File: src/rtl/keypad_events_pkg.sv
// Shared types and defaults for the keypad event block: the queued event record,
// the scanner state encoding and the default parameter values.
package keypad_events_pkg;

   localparam int NUM_KEYS_DEFAULT       = 16;
   localparam int DEBOUNCE_TICKS_DEFAULT = 2;
   localparam int FIFO_DEPTH_DEFAULT     = 4;

   // Wide enough for the largest legal keypad (64 keys) and the largest debounce count (15).
   localparam int MAX_IDX_W = 6;
   localparam int CNT_W     = 4;

   typedef struct packed {
      logic [MAX_IDX_W-1:0] index;
      logic                 press;
   } key_event_t;

   typedef enum logic {
      SCAN_IDLE,
      SCAN_RUN
   } scan_state_t;

endpackage

File: src/rtl/keypad_event_fifo.sv
// Small event queue with registered head outputs and a sticky overflow flag.
// A push into a full queue is accepted only when a pop frees a slot in the same cycle.
module keypad_event_fifo #(
   parameter int WIDTH = 8,
   parameter int DEPTH = 4
)(
   input  logic             clk,
   input  logic             reset,
   input  logic             push,
   input  logic [WIDTH-1:0] push_data,
   input  logic             pop,
   input  logic             clr_overflow,
   output logic             valid,
   output logic [WIDTH-1:0] head,
   output logic             overflow
);

   localparam int PTR_W = $clog2(DEPTH);

   logic [WIDTH-1:0] mem [DEPTH];
   logic [PTR_W-1:0] wr_ptr, rd_ptr, rd_ptr_next;
   logic [PTR_W:0]   count, count_next;
   logic             full, pop_ok, push_ok, drop;
   logic [WIDTH-1:0] head_next;

   // NOTE: every signal driven here gets a value before any branch, so no latch can be inferred.
   always_comb begin
      full        = (count == (PTR_W + 1)'(DEPTH));
      pop_ok      = pop && (count != '0);
      push_ok     = push && (!full || pop_ok);
      drop        = push && full && !pop_ok;
      rd_ptr_next = pop_ok ? rd_ptr + 1'b1 : rd_ptr;
      count_next  = count + (PTR_W + 1)'(push_ok) - (PTR_W + 1)'(pop_ok);
      // The entry being written this cycle becomes the head when it lands on the next read slot.
      head_next   = (push_ok && (wr_ptr == rd_ptr_next)) ? push_data : mem[rd_ptr_next];
   end

   // NOTE: state registers use non-blocking assignments so every flop samples pre-edge values.
   always_ff @(posedge clk or posedge reset) begin
      if (reset) begin
         wr_ptr   <= '0;
         rd_ptr   <= '0;
         count    <= '0;
         valid    <= 1'b0;
         head     <= '0;
         overflow <= 1'b0;
      end else begin
         if (push_ok) wr_ptr <= wr_ptr + 1'b1;
         rd_ptr <= rd_ptr_next;
         count  <= count_next;
         valid  <= (count_next != '0);
         head   <= (count_next != '0) ? head_next : '0;
         if (drop)              overflow <= 1'b1;
         else if (clr_overflow) overflow <= 1'b0;
      end
   end

   // NOTE: storage is not reset; the pointers and count define which entries are meaningful.
   always_ff @(posedge clk) begin
      if (push_ok) mem[wr_ptr] <= push_data;
   end

endmodule

File: src/rtl/keypad_events.sv
// Keypad front end: synchronises raw key levels and the frame tick, debounces each key
// on tick edges, and scans changed keys in index order into a press/release event queue.
module keypad_events
   import keypad_events_pkg::*;
#(
   parameter int NUM_KEYS       = NUM_KEYS_DEFAULT,
   parameter int IDX_W          = $clog2(NUM_KEYS),
   parameter int DEBOUNCE_TICKS = DEBOUNCE_TICKS_DEFAULT,
   parameter int FIFO_DEPTH     = FIFO_DEPTH_DEFAULT
)(
   input  logic                clk,
   input  logic                reset,
   input  logic                tick,
   input  logic [NUM_KEYS-1:0] keypad_matrix,
   input  logic                pop,
   input  logic                clr_overflow,
   output logic [NUM_KEYS-1:0] key_state,
   output logic                ev_valid,
   output logic [IDX_W-1:0]    ev_index,
   output logic                ev_press,
   output logic                any_pressed,
   output logic                release_trigger,
   output logic [IDX_W-1:0]    last_index,
   output logic                overflow
);

   logic [NUM_KEYS-1:0] key_meta, key_sync;
   logic                tick_meta, tick_sync, tick_sync_d, tick_pulse;
   logic [CNT_W-1:0]    cnt      [NUM_KEYS];
   logic [CNT_W-1:0]    cnt_next [NUM_KEYS];
   logic [NUM_KEYS-1:0] key_state_next, key_state_d, pending, pending_next, visit_mask;
   scan_state_t         state, state_next;
   logic [IDX_W-1:0]    scan_idx;
   logic                at_last, visit, push;
   key_event_t          push_event, head_event;

   always_ff @(posedge clk or posedge reset) begin
      if (reset) begin
         key_meta    <= '0;
         key_sync    <= '0;
         tick_meta   <= 1'b0;
         tick_sync   <= 1'b0;
         tick_sync_d <= 1'b0;
      end else begin
         key_meta    <= keypad_matrix;
         key_sync    <= key_meta;
         tick_meta   <= tick;
         tick_sync   <= tick_meta;
         tick_sync_d <= tick_sync;
      end
   end

   assign tick_pulse = tick_sync & ~tick_sync_d;

   // A key must disagree with its accepted level on DEBOUNCE_TICKS consecutive ticks to flip.
   always_comb begin
      key_state_next = key_state;
      pending_next   = pending & ~visit_mask;
      for (int k = 0; k < NUM_KEYS; k++) begin
         cnt_next[k] = cnt[k];
         if (tick_pulse) begin
            if (key_sync[k] != key_state[k]) begin
               if (cnt[k] + CNT_W'(1) == CNT_W'(DEBOUNCE_TICKS)) begin
                  key_state_next[k] = ~key_state[k];
                  pending_next[k]   = 1'b1;
                  cnt_next[k]       = '0;
               end else begin
                  cnt_next[k] = cnt[k] + CNT_W'(1);
               end
            end else begin
               cnt_next[k] = '0;
            end
         end
      end
   end

   always_ff @(posedge clk or posedge reset) begin
      if (reset) begin
         key_state   <= '0;
         key_state_d <= '0;
         pending     <= '0;
         for (int k = 0; k < NUM_KEYS; k++) cnt[k] <= '0;
      end else begin
         key_state   <= key_state_next;
         key_state_d <= key_state;
         pending     <= pending_next;
         for (int k = 0; k < NUM_KEYS; k++) cnt[k] <= cnt_next[k];
      end
   end

   assign at_last = (scan_idx == IDX_W'(NUM_KEYS - 1));

   always_ff @(posedge clk or posedge reset) begin
      if (reset) begin
         state    <= SCAN_IDLE;
         scan_idx <= '0;
      end else begin
         state <= state_next;
         if (tick_pulse)                scan_idx <= '0;
         else if (state == SCAN_RUN)    scan_idx <= at_last ? '0 : scan_idx + 1'b1;
      end
   end

   always_comb begin
      state_next = state;
      case (state)
         SCAN_IDLE: if (tick_pulse) state_next = SCAN_RUN;
         SCAN_RUN:  if (!tick_pulse && at_last) state_next = SCAN_IDLE;
         default:   state_next = SCAN_IDLE;
      endcase
   end

   // No key is visited on a tick cycle, so a restart never races a pending flag being set.
   always_comb begin
      visit            = (state == SCAN_RUN) && !tick_pulse;
      push             = visit && pending[scan_idx];
      visit_mask       = '0;
      if (push) visit_mask[scan_idx] = 1'b1;
      push_event.index = MAX_IDX_W'(scan_idx);
      push_event.press = key_state[scan_idx];
   end

   keypad_event_fifo #(
      .WIDTH ($bits(key_event_t)),
      .DEPTH (FIFO_DEPTH)
   ) u_fifo (
      .clk          (clk),
      .reset        (reset),
      .push         (push),
      .push_data    (push_event),
      .pop          (pop),
      .clr_overflow (clr_overflow),
      .valid        (ev_valid),
      .head         (head_event),
      .overflow     (overflow)
   );

   assign ev_index = head_event.index[IDX_W-1:0];
   assign ev_press = head_event.press;

   // Tracks every press pushed, including one the full queue drops.
   always_ff @(posedge clk or posedge reset) begin
      if (reset)                          last_index <= '0;
      else if (push && push_event.press)  last_index <= scan_idx;
   end

   assign any_pressed     = |key_state;
   assign release_trigger = (|key_state_d) & ~(|key_state);

endmodule

File: config.mk
export PLATFORM = sky130hd
export DESIGN_NAME = keypad_events
export DESIGN_NICKNAME = d
export VERILOG_FILES = /design/src/rtl/keypad_events_pkg.sv /design/src/rtl/keypad_event_fifo.sv /design/src/rtl/keypad_events.sv
export SDC_FILE = /design/constraint.sdc
export NUM_CORES = 1
export LEC_CHECK = 0
export ABC_AREA = 1
export CAP_MARGIN = 10
export CORE_ASPECT_RATIO = 1.75
export CORE_MARGIN = 2
export CORE_UTILIZATION = 30
export DETAILED_ROUTE_END_ITERATION = 7
export PLACE_DENSITY = 0.53
export SYNTH_ARGS = -nofsm -noshare
export SYNTH_HDL_FRONTEND = slang
export SYNTH_SLANG_ARGS = --single-unit
File: constraint.sdc
create_clock -name clk -period 13.1 [get_ports clk]
set_input_delay 3.93 -clock clk [delete_from_list [all_inputs] [get_ports clk]]
set_output_delay 3.93 -clock clk [all_outputs]
set_load 0.01 [all_outputs]
-- After elaboration in Yosys (flattened, before gate mapping)
Memories as Yosys holds them, arrays and structs flattened.
Index checks and enable logic that the tools add are counted.
- output and inout bits: 29
- bits in registers: 170
- RAM bits: 20
- memories: 1
- input bits: 21
- memory list (memory ; words ; bits a word ; rd ports ; clocked after memory_dff ; write ports ; RTL line ; text):
    u_fifo.mem ; 4 ; 5 ; 1 ; 0 ; 1 ; keypad_event_fifo.sv:20 ; logic [WIDTH-1:0] mem [DEPTH];
- reductions and logical operators: 36
- order comparisons: 2
- equality and inequality tests: 35
- bitwise logic cells: 23
- mux-type cells: 100
- add/sub/neg operators: 21
- operators by type and width (operator ; count):
    4-bit 2-to-1 mux ; 35
    4-bit by 1-bit adder with 4-bit output, second input constant ; 17
    4-bit by 2-bit == test with 1-bit output, second input constant ; 16
    1-bit 2-to-1 mux ; 57
    3-bit AND reduction ; 16
    16-bit OR reduction ; 2
    1-bit NOT ; 19
    16-bit bitwise AND ; 1
    16-bit 2-to-1 mux ; 1
    1-bit != test ; 16
    16-bit NOT ; 1
    1-bit logical AND ; 10
    5-bit 2-to-1 mux ; 2
    1-bit binary-select mux with 4-bit select ; 2
    3-bit nonzero test ; 2
    4-bit by 5-bit less-than comparator with 1-bit output, second input constant ; 1
    2-bit by 1-bit adder with 2-bit output, second input constant ; 2
    1-bit demux with 4-bit select ; 1
    4-bit == test, second input constant ; 1
    4-bit by 1-bit greater-or-equal comparator with 1-bit output, second input constant ; 1
    2-bit nonzero test ; 2
    3-bit by 1-bit adder with 3-bit output ; 1
    3-bit == test, second input constant ; 1
    1-bit zero test ; 3
    other kinds (6) ; 7

-- Logic depth before layout (Yosys ltp)
Gate-level depths: netlist of run 1.
- depth in word-level cells: 11
- depth in mapped cells: 18
- mapped depth without buffers: 16

-- By module
From an unflattened synthesis of run 1, not the netlist that was laid out.
- cells, all modules: 992
- area total of the unflattened synthesis: 9316.4 um^2
- by module, submodules not included (module ; times used ; cells each ; seq. area each (um^2) ; area each (um^2)):
    keypad_events ; 1 ; 764 ; 3903.7 ; 7159.4
    keypad_event_fifo ; 1 ; 228 ; 1241.2 ; 2157.1

-- Worst setup path after synthesis of run 1
Ideal clock, no wire load.
- path type: in2reg
- from: input port pop
- to: register u_fifo.head[1]
- setup time: 0.117 ns
- path buffers: 1
- path slack: 7.311 ns
- stages: 11
- arrival: 5.672 ns
- cells stage by stage: nor3_1 -> inv_1 -> nand3_4 -> inv_1 -> ha_1 -> fa_1 -> xnor2_1 -> or3_1 -> clkbuf_1 -> nand2_1 -> nor2_1
- longest elaborated chain between the ends: 7
- elaborated cells on any way between the ends: 12
- RTL lines (item ; RTL line ; text):
    start: declaration ; keypad_events.sv:15 ; input logic pop,
    1-bit logical AND ; keypad_event_fifo.sv:29 ; pop_ok = pop && (count != '0);
    1-bit logical OR ; keypad_event_fifo.sv:30 ; push_ok = push && (!full || pop_ok);
    1-bit logical AND ; keypad_event_fifo.sv:30 ;
    via u_fifo.push_ok ; keypad_event_fifo.sv:23 ; logic full, pop_ok, push_ok, drop;
    3-bit by 1-bit adder with 3-bit output ; keypad_event_fifo.sv:33 ; count_next = count + (PTR_W + 1)'(push_ok) - (PTR_W + 1)'(pop_ok);
    3-bit by 1-bit subtractor with 3-bit output ; keypad_event_fifo.sv:33 ;
    via u_fifo.count_next[2] ; keypad_event_fifo.sv:22 ; logic [PTR_W:0] count, count_next;
    3-bit nonzero test ; keypad_event_fifo.sv:52 ; head <= (count_next != '0) ? head_next : '0;
    5-bit 2-to-1 mux ; keypad_event_fifo.sv:52 ;
    end signal: assignment ; keypad_event_fifo.sv:52 ;
    end: declaration ; keypad_event_fifo.sv:14 ; output logic [WIDTH-1:0] head,
The timed path passes the listed nets, and every way through them passes these cells.
A chain may end at the register's enable or synchronous reset.

-- Final worst setup path of run 1
- from: register key_state[11]
- to: output port release_trigger
- longest elaborated chain between the ends: 3
- RTL lines (item ; RTL line ; text):
    start: declaration ; keypad_events.sv:17 ; output logic [NUM_KEYS-1:0] key_state,
    start signal: assignment ; keypad_events.sv:84 ; key_state <= key_state_next;
    16-bit OR reduction ; keypad_events.sv:148 ; assign release_trigger = (|key_state_d) & ~(|key_state);
    1-bit NOT ; keypad_events.sv:148 ;
    1-bit bitwise AND ; keypad_events.sv:148 ;
    end: declaration ; keypad_events.sv:22 ; output logic release_trigger,
No other way between the ends.

==> impl_metrics.tcl, run 1 <==
set metrics [dict create \
    status "finished clean" \
    synth_cells 855 \
    drt_first_iter_violations 208 \
    h-tree-depth 4 \
    port_buffers 49 \
    maxCapViolCount 0 \
    overflow 0 \
    vias_per_cell 4.43 \
    min_period_ps 6280 \
    antenna_found_initial 0 \
    ys_ff_latch 190 \
    max_freq_mhz 159 \
    wl_per_cell_microns 14.2 \
    ctsResizeCount 0 \
    r2r_slack_ps 9460 \
    avgSynthCellArea_sq_um 9.98 \
    die_area_sq_um 29900 \
    post-cts-setup-buffer-count 0 \
    dpl-instance-area_sq_um 9420 \
    die_y_microns 227 \
    fin_area_sq_um 10000 \
    path_clk_slew_ps 70 \
    r2r_start "scan_idx[0]$_DFFE_PP0P_" \
    first_pass_iters 5 \
    startpoint "key_state[11]$_DFFE_PP0P_" \
    required_ps 9170 \
    drive_above_1_share_pct 5.53 \
    comb_power_share_pct 34.0 \
    netlist_top_cells_count "nand2_1, dfrtp_1, inv_1" \
    r2r_end "u_fifo.head[2]$_DFF_PP0_" \
    antenna-diode-count 0 \
    synth-edff-count 20 \
    rows 81 \
    powerDensity_nw_per_um2 227 \
    dr_total_vias 5741 \
    setup_viol 0 \
    synth.most_common_cell "nand2_1" \
    cts_tree "yes" \
    grt_max_degree 92 \
    switchingPower_uw 880 \
    ff2ff_path_depth 15 \
    p_int_uw 1390 \
    worstPathArrival_ps 2350 \
    fin_nets 973 \
    final_cells 1295 \
    leakage_uw 0.00467 \
    synth_top_area_cell "dfrtp_1" \
    grt.total_usage_pct 13.0 \
    ios 50 \
    maxSlewHeadroom_pct 31.0 \
    endpoint "release_trigger" \
    hold_violations 0 \
    ys_async_sr_fraction_pct 89.5 \
    core_sq_um 28000 \
    pwr-share-clk_pct 22.9 \
    seq_power_share_pct 43.1 \
    p_sw_share_pct 38.8 \
    path_class "register to output port" \
    placed_cells 1263 \
    tns_ps 0 \
    synth_top_area_share_pct 49.9 \
    netlist_area_sq_um 8530 \
    peakVddDrop_mv 0.102 \
    grt_pass1_vias 5978 \
    hpwl_microns 12800 \
    gp_congestion 0.778 \
    area_growth_syn_to_layout_pct 17.2 \
    finalWirelength_microns 18400 \
    start_util_pct 30.5 \
    crit_fanout 6 \
    cts_hold_buf 0 \
    rsz0062_at_grt "false" \
    clk_path_buf_depth 2 \
    tightest_slew_ps 1040 \
    worstSetupEndpointType "output port" \
    cts-buffers-inserted 17 \
    skew_ps 9.50 \
    syn_nets 919 \
    maxSlewViolCount 0 \
    clk_latency_ps 440 \
    cts-root-buf "clkbuf_16" \
    ys_types 35 \
    synthTopCellsByArea "dfrtp_1, nand2_1, edfxtp_1" \
    fp.dieW_microns 131 \
    post-route-util_pct 35.8 \
    drc_errors 0 \
    hold_class "register to register" \
    fin_crit_sh_pct 47.9 \
    holdWs_ps 346 \
    ys.warnings.count 0 \
    synthFlopType "dfrtp_1" \
    startpoint_type "register" \
    seq_area_frac_synth_pct 56.9 \
    grt_pass1_wl_microns 30400 \
    cts.sinks 190 \
    drtAntennaViolNets 0 \
]
==> power groups by stage <==
| stage | logic, uW | clock network [uW] | registers (uW) |
|---|---|---|---|
| after floorplan | 550 | 0 | 949 |
| after global placement | 770 | 0 | 985 |
| after detailed placement | 778 | 0 | 991 |
| after CTS | 782 | 538 | 980 |
| after global routing | 888 | 561 | 1010 |
| final | 771 | 521 | 977 |
==> state kept, by name, indices dropped and copies added, names as in the netlist <==
| signal | cells |
|---|---|
| u_fifo.count | 3 |
| u_fifo.mem | 20 |
| u_fifo.overflow | 1 |
| key_state_d | 16 |
| state | 1 |
| key_meta | 16 |
| u_fifo.wr_ptr | 2 |
| tick_sync_d | 1 |
| tick_meta | 1 |
| u_fifo.rd_ptr | 2 |
| key_sync | 16 |
| key_state | 16 |
| pending | 16 |
| u_fifo.head | 5 |
| scan_idx | 4 |
| u_fifo.valid | 1 |
| cnt | 64 |
| tick_sync | 1 |
| last_index | 4 |
==> worst min path at each step <==
| stage | startpoint | to | slack (ps) | cells past startpoint |
|---|---|---|---|---|
| 5_1_grt | key_meta[14]$_DFF_PP0_ | key_sync[14]$_DFF_PP0_ | 360 | 0 |
| 6_report | key_meta[2]$_DFF_PP0_ | key_sync[2]$_DFF_PP0_ | 350 | 0 |
| 3_5_place_dp | key_meta[7]$_DFF_PP0_ | key_sync[7]$_DFF_PP0_ | 330 | 0 |
| 3_3_place_gp | key_meta[6]$_DFF_PP0_ | key_sync[6]$_DFF_PP0_ | 330 | 0 |
| 2_1_floorplan | key_meta[0]$_DFF_PP0_ | key_sync[0]$_DFF_PP0_ | 330 | 0 |
| 4_1_cts | key_meta[2]$_DFF_PP0_ | key_sync[2]$_DFF_PP0_ | 350 | 0 |
==> layout by cell type, fill, tap and decap left out, types with 17 or more instances in the layout <==
cell type	n
xor2_1	50
clkdlybuf4s50_1	49
nand3_1	35
dfrtp_1	170
nor2_1	42
edfxtp_1	20
xnor2_1	17
ha_1	42
inv_1	121
o21ai_1	23
nand2_1	190
o21ai_0	48
clkbuf_16	17
==> logic make-up after synthesis <==
logic type,Yosys count,share of synthesized area (%)
AND/OR/NAND/NOR,301,15.2
flip-flops,190,56.9
buffers and inverters,142,6.79
AO/OA/AOI/OAI,112,7.82
XOR/XNOR,67,6.88
adder cells (fa/ha/maj),43,6.39
==> per-stage QoR <==
stage | total power, uW | setup WS [ps]
6_report | 2270 | 6820
5_1_grt | 2460 | 6620
4_1_cts | 2300 | 6750
3_5_place_dp | 1770 | 6560
3_3_place_gp | 1750 | 6590
2_1_floorplan | 1500 | 4570
==> final cells by class <==
| cell class | instances | area, sq um |
|---|---|---|
| clock buffers | 18 | 429 |
| flip-flops and latches | 190 | 4850 |
| repair buffers | 52 | 513 |
| inverters | 125 | 477 |
| clock inverters | 14 | 158 |
| well taps | 373 | 467 |
| fillers | 2862 | 18000 |
| multi-input cells | 523 | 3110 |
==> critical path: stages (launching register included) <==
cell,delay [ps]
dfrtp_1,470
nor4_1,400
nand4_1,190
a41oi_1,270
clkdlybuf4s50_1,580
==> per-layer routing <==
metal | share of wire, % | vias to the layer above | track usage [%]
met5 | 0 | - | 0
met4 | 2.7 | 0 | 5.72
met3 | 3.3 | 21 | 2.85
met2 | 54 | 90 | 24.4
met1 | 40 | 2780 | 13.9
li1 | - | 2850 | -
Power figures use the tool's default switching activity.
==> inputs of run 2 (changes only) <==
- clock period: 13.1 -> 6.13 ns (I/O delays scaled with it)
==> impl_metrics.tcl, run 2 (synthesized netlist as in run 1, its figures left out) <==
set metrics [dict create \
    clk_path_buf_depth 2 \
    largest_reg_flops 64 \
    vias_per_cell 4.42 \
    peakVddDrop_mv 0.229 \
    drc_errors 0 \
    crit_fanout 6 \
    antenna-diode-count 0 \
    top_regs "cnt: 64 flops, u_fifo.mem: 20 flops" \
    multi_input_area_sq_um 3110 \
    max_freq_mhz 238 \
    path_clk_slew_ps 70 \
    skew_ps 7.38 \
    slowest_delay_ps 590 \
    rows 81 \
    ios 50 \
    core_sq_um 28000 \
    register_area_sq_um 4850 \
    final_cells 1296 \
    setup_viol 0 \
    powerDensity_nw_per_um2 478 \
    layout_commonest_cell "nand2_1" \
    h-tree-depth 4 \
    fin_nets 974 \
    top_register "cnt" \
    drt_first_iter_violations 190 \
    drtAntennaViolNets 0 \
    leakage_uw 0.00467 \
    clk_latency_ps 450 \
    maxSlewHeadroom_pct 33.7 \
    post-route-util_pct 35.7 \
    ctsResizeCount 0 \
    die_y_microns 227 \
    worstSetupEndpointType "output port" \
    tightest_slew_ps 995 \
    status "finished clean" \
    cts-root-buf "clkbuf_16" \
    holdWs_ps 351 \
    area_growth_syn_to_layout_pct 17.0 \
    maxSlewViolCount 0 \
    required_ps 4290 \
    startpoint "key_state[14]$_DFFE_PP0P_" \
    drive_above_1_share_pct 5.96 \
    maxCapViolCount 0 \
    cts.sinks 190 \
    min_period_ps 4200 \
    gp_congestion 0.785 \
    worst_slack_ps 1930 \
    hold_start "key_meta[4]$_DFF_PP0_" \
    grt_pass1_vias 6005 \
    path_cells "nor4_1, nand4_1, a41oi_1, clkdlybuf4s50_1" \
    r2r_start "scan_idx[0]$_DFFE_PP0P_" \
    dp_slack_ps 1680 \
    mostFrequentLayoutCells "nand2_1, dfrtp_1, inv_1, xor2_1, clkdlybuf4s50_1" \
    placed_cells 1264 \
    first_pass_iters 6 \
    grt_max_degree 171 \
    rsz0062_at_grt "false" \
    path_class "register to output port" \
    cts_hold_buf 0 \
    fin_crit_sh_pct 68.4 \
    antenna_found_initial 0 \
    grt_pass1_wl_microns 30300 \
    hold_class "register to register" \
    wl_per_cell_microns 13.9 \
    finalWirelength_microns 18000 \
    startpoint_type "register" \
    tns_ps 0 \
    grt.total_usage_pct 13.0 \
    port_buffers 49 \
    fp.dieW_microns 131 \
    slowest_stage "clkdlybuf4s50_1" \
    cts-buffers-inserted 17 \
    post-cts-setup-buffer-count 0 \
    overflow 0 \
    start_util_pct 30.5 \
    hold_violations 0 \
    fill_cells 2914 \
    cts_tree "yes" \
    worstPathArrival_ps 2360 \
    dr_total_vias 5732 \
    hpwl_microns 12400 \
    die_area_sq_um 29900 \
]
==> run 2: cell types whose count changed in the layout (fill, tap and decap cells not counted), sizes merged <==
cell | before | now
inv | 130 | 133
bufinv | 2 | 0
clkinv | 5 | 4
buf | 3 | 4
clkinvlp | 2 | 3
clkbuf | 18 | 17
==> run 2: per-layer routing <==
layer  vias to the layer above  GRT usage [%]  part of all wire, %
li1                       2844              -                    -
met1                      2790           13.7                   40
met2                        78           24.9                   55
met3                        20           3.07                  3.8
met4                         0           4.84                  1.7
met5                         -              0                    0
==> run 2: per-stage QoR <==
| stage | power (uW) | cell area [sq um] |
|---|---|---|
| final | 4780 | 9990 |
| after global routing | 5190 | 9990 |
| after CTS | 4860 | 9990 |
| after detailed placement | 3770 | 9440 |
| after global placement | 3740 | 9440 |
| after floorplan | 3200 | 8540 |
==> run 2: where the power goes <==
group          leakage, uW  switching, uW  internal, uW  total, uW
clock             0.000268            526           531       1060
combinational      0.00209            971           661       1630
sequential         0.00230            388          1700       2090
==> run 2: worst paths after layout <==
kind / cells after the start / end / slack [ps]
setup / recovery: 4 / release_trigger / 1930
hold / removal: 0 / key_sync[4]$_DFF_PP0_ / 350
setup reg to reg: 15 / u_fifo.head[1]$_DFF_PP0_ / 2510
hold reg to reg: 0 / key_sync[4]$_DFF_PP0_ / 350
max in group asynchronous: 3 / cnt[11]$_DFFE_PP0P_ / 3400
min in group asynchronous: 3 / u_fifo.rd_ptr[1]$_DFF_PP0_ / 1960
==> run 2: cell type report <==
class / count / area share [%]
clock buffer: 17 / 4.26
clock inverter: 15 / 1.24
inverter: 125 / 4.76
multi-input combinational: 523 / 31.1
sequential: 190 / 48.6
tap: 373 / 4.67
timing repair buffer: 53 / 5.34
==> run 2: critical path: cells and delay by family, from the launching register on <==
kind            cells  cell delay (ps)
compound gates      1              260
buf+inv             1              590
simple gates        2              580
flops               1              480
